### src/rtl/param_frame_pkg.sv
// Shared definitions for the parameter-load frame transmitter: FSM states,
// frame geometry, control-bus bit positions and the payload byte selector.
package param_frame_pkg;

    typedef enum logic [2:0] {
        ST_IDLE,
        ST_WAIT_RDY,
        ST_SEND,
        ST_GAP,
        ST_DONE
    } state_t;

    localparam int FRAME_LEN = 10;
    localparam logic [3:0] CHK_IDX = 4'(FRAME_LEN - 1);

    localparam int CTRL_VALID   = 0;
    localparam int CTRL_SOF     = 1;
    localparam int CTRL_EOF     = 2;
    localparam int CTRL_IDX_LSB = 3;
    localparam int CTRL_IDX_MSB = 6;

    localparam logic [7:0] CRC8_POLY = 8'h07;

    // Bytes 1-4 carry w0 and bytes 5-8 carry w1, both most significant byte first.
    function automatic logic [7:0] payload_byte(input logic [31:0] w0,
                                                input logic [31:0] w1,
                                                input logic [3:0]  idx);
        logic [7:0] b;
        case (idx)
            4'd1:    b = w0[31:24];
            4'd2:    b = w0[23:16];
            4'd3:    b = w0[15:8];
            4'd4:    b = w0[7:0];
            4'd5:    b = w1[31:24];
            4'd6:    b = w1[23:16];
            4'd7:    b = w1[15:8];
            4'd8:    b = w1[7:0];
            default: b = 8'h00;
        endcase
        return b;
    endfunction

endpackage

### src/rtl/crc8_byte_step.sv
// One-byte CRC-8 update (poly 0x07, MSB first, no reflection); used by
// param_frame_tx only when PARAM_FRAME_CRC8_EN is defined.
module crc8_byte_step
    import param_frame_pkg::*;
(
    input  logic [7:0] crc,
    input  logic [7:0] data_in,
    output logic [7:0] next_crc
);

    logic [7:0] acc;

    always_comb begin
        acc = crc ^ data_in;
        for (int i = 0; i < 8; i++) begin
            acc = acc[7] ? ((acc << 1) ^ CRC8_POLY) : (acc << 1);
        end
        next_crc = acc;
    end

endmodule

### src/rtl/param_frame_tx.sv
// Parameter-load frame transmitter: header, a0, a1 (MSB first) and a check byte.
// Check byte is XOR of payload bytes, or CRC-8 when PARAM_FRAME_CRC8_EN is defined.
module param_frame_tx
    import param_frame_pkg::*;
#(
    parameter int         GAP_CYCLES = 2,
    parameter logic [7:0] HDR_BYTE   = 8'hA5
) (
    input  logic        clk,
    input  logic        rst_n,
    input  logic        ena,
    input  logic        start,
    input  logic [31:0] a0,
    input  logic [31:0] a1,
    input  logic        rx_busy,
    output logic        busy,
    output logic        done,
    output logic [7:0]  out_data,
    output logic [7:0]  out_ctrl
);

    localparam int GAP_W    = (GAP_CYCLES > 1) ? $clog2(GAP_CYCLES) : 1;
    localparam int GAP_LAST = (GAP_CYCLES > 0) ? GAP_CYCLES - 1 : 0;

    state_t             state;
    logic [3:0]         idx;
    logic [3:0]         send_idx;
    logic [GAP_W-1:0]   gap_cnt;
    logic [31:0]        a0_q;
    logic [31:0]        a1_q;
    logic [7:0]         chk;
    logic [7:0]         chk_next;
    logic [7:0]         send_byte;
    logic               load_now;

    logic               busy_q;
    logic               done_q;
    logic               valid_q;
    logic               sof_q;
    logic               eof_q;
    logic [7:0]         data_q;
    logic [3:0]         out_idx_q;

    // In SEND the next byte is idx+1, which lets GAP_CYCLES=0 strobe back-to-back.
    always_comb begin
        send_idx = (state == ST_SEND) ? idx + 4'd1 : idx;
        if (send_idx == 4'd0) begin
            send_byte = HDR_BYTE;
        end else if (send_idx == CHK_IDX) begin
            send_byte = chk;
        end else begin
            send_byte = payload_byte(a0_q, a1_q, send_idx);
        end
    end

`ifdef PARAM_FRAME_CRC8_EN
    crc8_byte_step u_crc8 (
        .crc      (chk),
        .data_in  (send_byte),
        .next_crc (chk_next)
    );
`else
    assign chk_next = chk ^ send_byte;
`endif

    // Every path that reaches the ready check (WAIT_RDY, end of gap, or a gapless SEND)
    // launches the next byte in the same cycle when the receiver is free.
    always_comb begin
        load_now = 1'b0;
        if (!rx_busy) begin
            case (state)
                ST_WAIT_RDY: load_now = 1'b1;
                ST_SEND:     load_now = (GAP_CYCLES == 0) && (idx != CHK_IDX);
                ST_GAP:      load_now = (gap_cnt == GAP_W'(GAP_LAST));
                default:     load_now = 1'b0;
            endcase
        end
    end

    always_ff @(posedge clk) begin
        if (!rst_n) begin
            state     <= ST_IDLE;
            idx       <= '0;
            gap_cnt   <= '0;
            a0_q      <= '0;
            a1_q      <= '0;
            chk       <= '0;
            busy_q    <= 1'b0;
            done_q    <= 1'b0;
            valid_q   <= 1'b0;
            sof_q     <= 1'b0;
            eof_q     <= 1'b0;
            data_q    <= '0;
            out_idx_q <= '0;
        end else if (ena) begin
            valid_q <= 1'b0;
            sof_q   <= 1'b0;
            eof_q   <= 1'b0;
            done_q  <= 1'b0;
            case (state)
                ST_IDLE: begin
                    if (start) begin
                        a0_q    <= a0;
                        a1_q    <= a1;
                        chk     <= '0;
                        idx     <= '0;
                        gap_cnt <= '0;
                        busy_q  <= 1'b1;
                        state   <= ST_WAIT_RDY;
                    end
                end
                ST_WAIT_RDY: begin
                    state <= ST_WAIT_RDY;
                end
                ST_SEND: begin
                    if (idx == CHK_IDX) begin
                        busy_q <= 1'b0;
                        done_q <= 1'b1;
                        state  <= ST_DONE;
                    end else if (GAP_CYCLES == 0) begin
                        idx   <= send_idx;
                        state <= ST_WAIT_RDY;
                    end else begin
                        idx     <= send_idx;
                        gap_cnt <= '0;
                        state   <= ST_GAP;
                    end
                end
                ST_GAP: begin
                    if (gap_cnt == GAP_W'(GAP_LAST)) begin
                        state <= ST_WAIT_RDY;
                    end else begin
                        gap_cnt <= gap_cnt + GAP_W'(1);
                    end
                end
                ST_DONE: begin
                    state <= ST_IDLE;
                end
                default: begin
                    state <= ST_IDLE;
                end
            endcase

            // Header and check byte are not folded into the running check value.
            if (load_now) begin
                state     <= ST_SEND;
                idx       <= send_idx;
                valid_q   <= 1'b1;
                sof_q     <= (send_idx == 4'd0);
                eof_q     <= (send_idx == CHK_IDX);
                data_q    <= send_byte;
                out_idx_q <= send_idx;
                if ((send_idx != 4'd0) && (send_idx != CHK_IDX)) begin
                    chk <= chk_next;
                end
            end
        end
    end

    // Strobes are masked by ena directly so a frozen SEND cycle shows nothing and
    // reappears once ena returns.
    always_comb begin
        out_ctrl                            = '0;
        out_ctrl[CTRL_VALID]                = valid_q & ena;
        out_ctrl[CTRL_SOF]                  = sof_q & ena;
        out_ctrl[CTRL_EOF]                  = eof_q & ena;
        out_ctrl[CTRL_IDX_MSB:CTRL_IDX_LSB] = out_idx_q;
    end

    assign busy     = busy_q;
    assign done     = done_q & ena;
    assign out_data = data_q;

endmodule

### config.mk
export PLATFORM = sky130hd
export DESIGN_NAME = param_frame_tx
export DESIGN_NICKNAME = d
export VERILOG_FILES = /design/src/rtl/param_frame_pkg.sv /design/src/rtl/crc8_byte_step.sv /design/src/rtl/param_frame_tx.sv
export SDC_FILE = /design/constraint.sdc
export NUM_CORES = 1
export LEC_CHECK = 0
export CORE_MARGIN = 5
export CORE_UTILIZATION = 50
export DETAILED_ROUTE_END_ITERATION = 10
export MAX_ROUTING_LAYER = met4
export PLACE_DENSITY = 0.79
export SLEW_MARGIN = 10
export SYNTH_ARGS = -nofsm -noshare
export SYNTH_HDL_FRONTEND = slang
export SYNTH_SLANG_ARGS = --single-unit
### constraint.sdc
create_clock -name clk -period 4 [get_ports clk]
set_input_delay 0.8 -clock clk [delete_from_list [all_inputs] [get_ports clk]]
set_output_delay 0.8 -clock clk [all_outputs]
set_load 0.01 [all_outputs]
==> impl_metrics.toml <==
[synth]
synth.area.mux_share = 0.0217
ys_types = 67
ys.warnings.count = 0
synth_top_family_by_area = "simple AND/OR/NAND/NOR gates"
synth_seq_cells = 97
synth_edf_count = 0
yosys.area_share.simple = 0.245
synthXorXnorAreaFrac = 0.00779
avgSynthCellArea_um2 = 7.87
synth_compound_area_frac = 0.242
synthAdderAreaFrac = 0.0107
ys_seq_area_frac = 0.417
synth_ff_type = "dfxtp_1"
synthCells = 592
synth_fp_nets = 665
async_flop_share = 0
syn-cell-area_um2 = 4660

[power_and_ir_drop]
power.density_nw_per_um2 = 350
leakage_nw = 2.03
ir_drop_mv = 0.180
p_sw_frac = 0.255
power.internal_mw = 1.51
sequentialPowerShare = 0.509
power_frac_clock = 0.360
pwr-share-comb = 0.131
p_total_mw = 2.03
power.switching_mw = 0.517

[clock_network]
clk_latency_ps = 360
cts-root-buf = "clkbuf_8"
clkTransAtPathRegs_ps = 100
postCtsSetupRepairBufs = 0
ctsResizeCount = 0
cts_buffers = 9
cts.sinks = 97
cts_tree = "yes"
htreeDepth = 3
clk_path_buf_depth = 2
ctsHoldBuffers = 0

[placed_design]
dp_hpwl_mm = 9.12
dp_cells = 758
port_buffers = 85
gp_congestion = 0.846

[worst_setup_path]
crit_arrival_ps = 3750
cp-end-kind = "flip-flop"
worstPathRequired_ps = 4250
crit_fanout = 17
worstSetupStartpointType = "flip-flop"
rrSetupSlack_ps = 510
crit_type = "reg2reg"

[sta]
finalCritPeriodShare = 0.873
fin_tns_setup_ps = 0
setup_viol = 0
finalHoldViolations = 0
max_freq_ghz = 0.286
rsz0062_at_grt = "false"
maxSlewHeadroom = 0.464
slew_viol_final = 0
tightest_slew_ps = 801
finClkSkew_ps = 13.1
period_needed_ps = 3490

[drt]
drc = 0
post_drt_wl_per_cell_um = 16.0
via_count = 4410
viasPerCell = 5.70
antenna_left = 0
routed_wl_mm = 12.4
drtIter0Drc = 235
drt-pass1-iter-count = 4

[layout]
diodes = 0
final_cell_mix = "150 x nand2_1, 97 x dfxtp_1, 86 x a21oi_1"
fin_nets = 731
area_growth_pct = 24.3
drive_gt1_frac = 0.0724
finalNonFillerCells = 774
final_common_cell = "nand2_1"

[floorplanning]
initial_utilization = 0.509
fp.coreArea_um2 = 9150
ios = 87
die_w_um = 107
die_h_um = 107
dieArea_um2 = 11400
num_rows = 35

[outcome]
status = "completed"

[grt]
antenna_found_initial = 0
grt_remaining_overflow = 0
grt_max_degree = 65
grt_pass1_vias = 4151
grt_pass1_wl_mm = 20.0
track_usage = 0.222

[min_path]
hp-class = "reg2reg"

[run]
cap_violations = 0
[cells in the mapped netlist (all sizes together), types with 3 or more instances]
master / number / share of area
nor2b: 5 / 0.0067
clkbuf: 29 / 0.023
o22ai: 3 / 0.0040
dfxtp: 97 / 0.42
mux2i: 9 / 0.019
nor2: 32 / 0.026
nor3: 11 / 0.014
o2111ai: 3 / 0.0056
nand2: 150 / 0.12
a22oi: 11 / 0.019
ha: 4 / 0.011
a221oi: 7 / 0.013
buf: 14 / 0.023
a211oi: 7 / 0.014
nand3: 21 / 0.025
nand2b: 10 / 0.013
a31oi: 7 / 0.0094
o21a: 5 / 0.0081
nand4: 3 / 0.0040
and2: 7 / 0.0094
inv: 9 / 0.0072
o21ai: 18 / 0.020
a21oi: 87 / 0.096
o211ai: 4 / 0.0094
[metrics by stage]
stage	setup slack [ps]	util	instance area, um2	hold WS (ps)
after floorplan	1090	-	4660	432
after global placement	582	0.607	5560	445
after detailed placement	567	0.607	5560	444
after CTS	543	0.633	5790	457
after global routing	308	0.633	5790	472
final	509	0.633	5790	457
[per-layer routing]
metal	GRT usage	share of wire	up-vias	wire (um)
met5	-	0	-	0
met4	0.0785	0.026	0	321
met3	0.0474	0.050	24	615
met2	0.343	0.46	132	5710
met1	0.289	0.46	2060	5740
li1	-	-	2194	-
[worst max-delay path: stages (launching register included)]
cell	delay, ps
dfxtp_1	520
or3b_4	520
inv_1	180
ha_1	180
clkinv_1	470
nand3_1	390
a21oi_1	70
a2111oi_1	750
o2111ai_1	190
o41ai_1	110
[cell type report]
cell class / instances / area, um2
fill: 820 / 3360
multi-input combinational: 441 / 2480
sequential: 97 / 1940
timing repair buffer: 98 / 961
tap: 111 / 139
clock buffer: 10 / 138
clock inverter: 6 / 95.1
inverter: 11 / 41.3
[final timing paths]
path	start	endpoint	cells after the start
max	state[1]$_SDFFE_PN0P_	chk[6]$_SDFFE_PN0P_	9
min	a1_q[20]$_SDFFE_PN0P_	a1_q[20]$_SDFFE_PN0P_	2
max reg2reg	state[1]$_SDFFE_PN0P_	chk[6]$_SDFFE_PN0P_	9
min reg2reg	a1_q[20]$_SDFFE_PN0P_	a1_q[20]$_SDFFE_PN0P_	2
[kinds of logic after synthesis]
group	after synthesis
buffers and inverters	54
multiplexers	10
AO/OA/AOI/OAI	172
XOR/XNOR	2
flip-flops	97
AND/OR/NAND/NOR	252
adder cells (fa/ha/maj)	4
other	1
[power groups by stage]
stage	Combinational, mW	Clock, mW	Sequential (mW)
after floorplan	0.148	0	1.05
after global placement	0.259	0	1.05
after detailed placement	0.265	0	1.05
after CTS	0.265	0.740	1.03
after global routing	0.291	0.781	1.04
final	0.265	0.729	1.03
[registers in the layout, indices dropped and copies added (netlist names), 3 cells and up]
name,flops
chk,8
idx,4
a1_q,32
out_data,8
out_idx_q,4
a0_q,32
state,3
(Power assumes the default switching activity.)
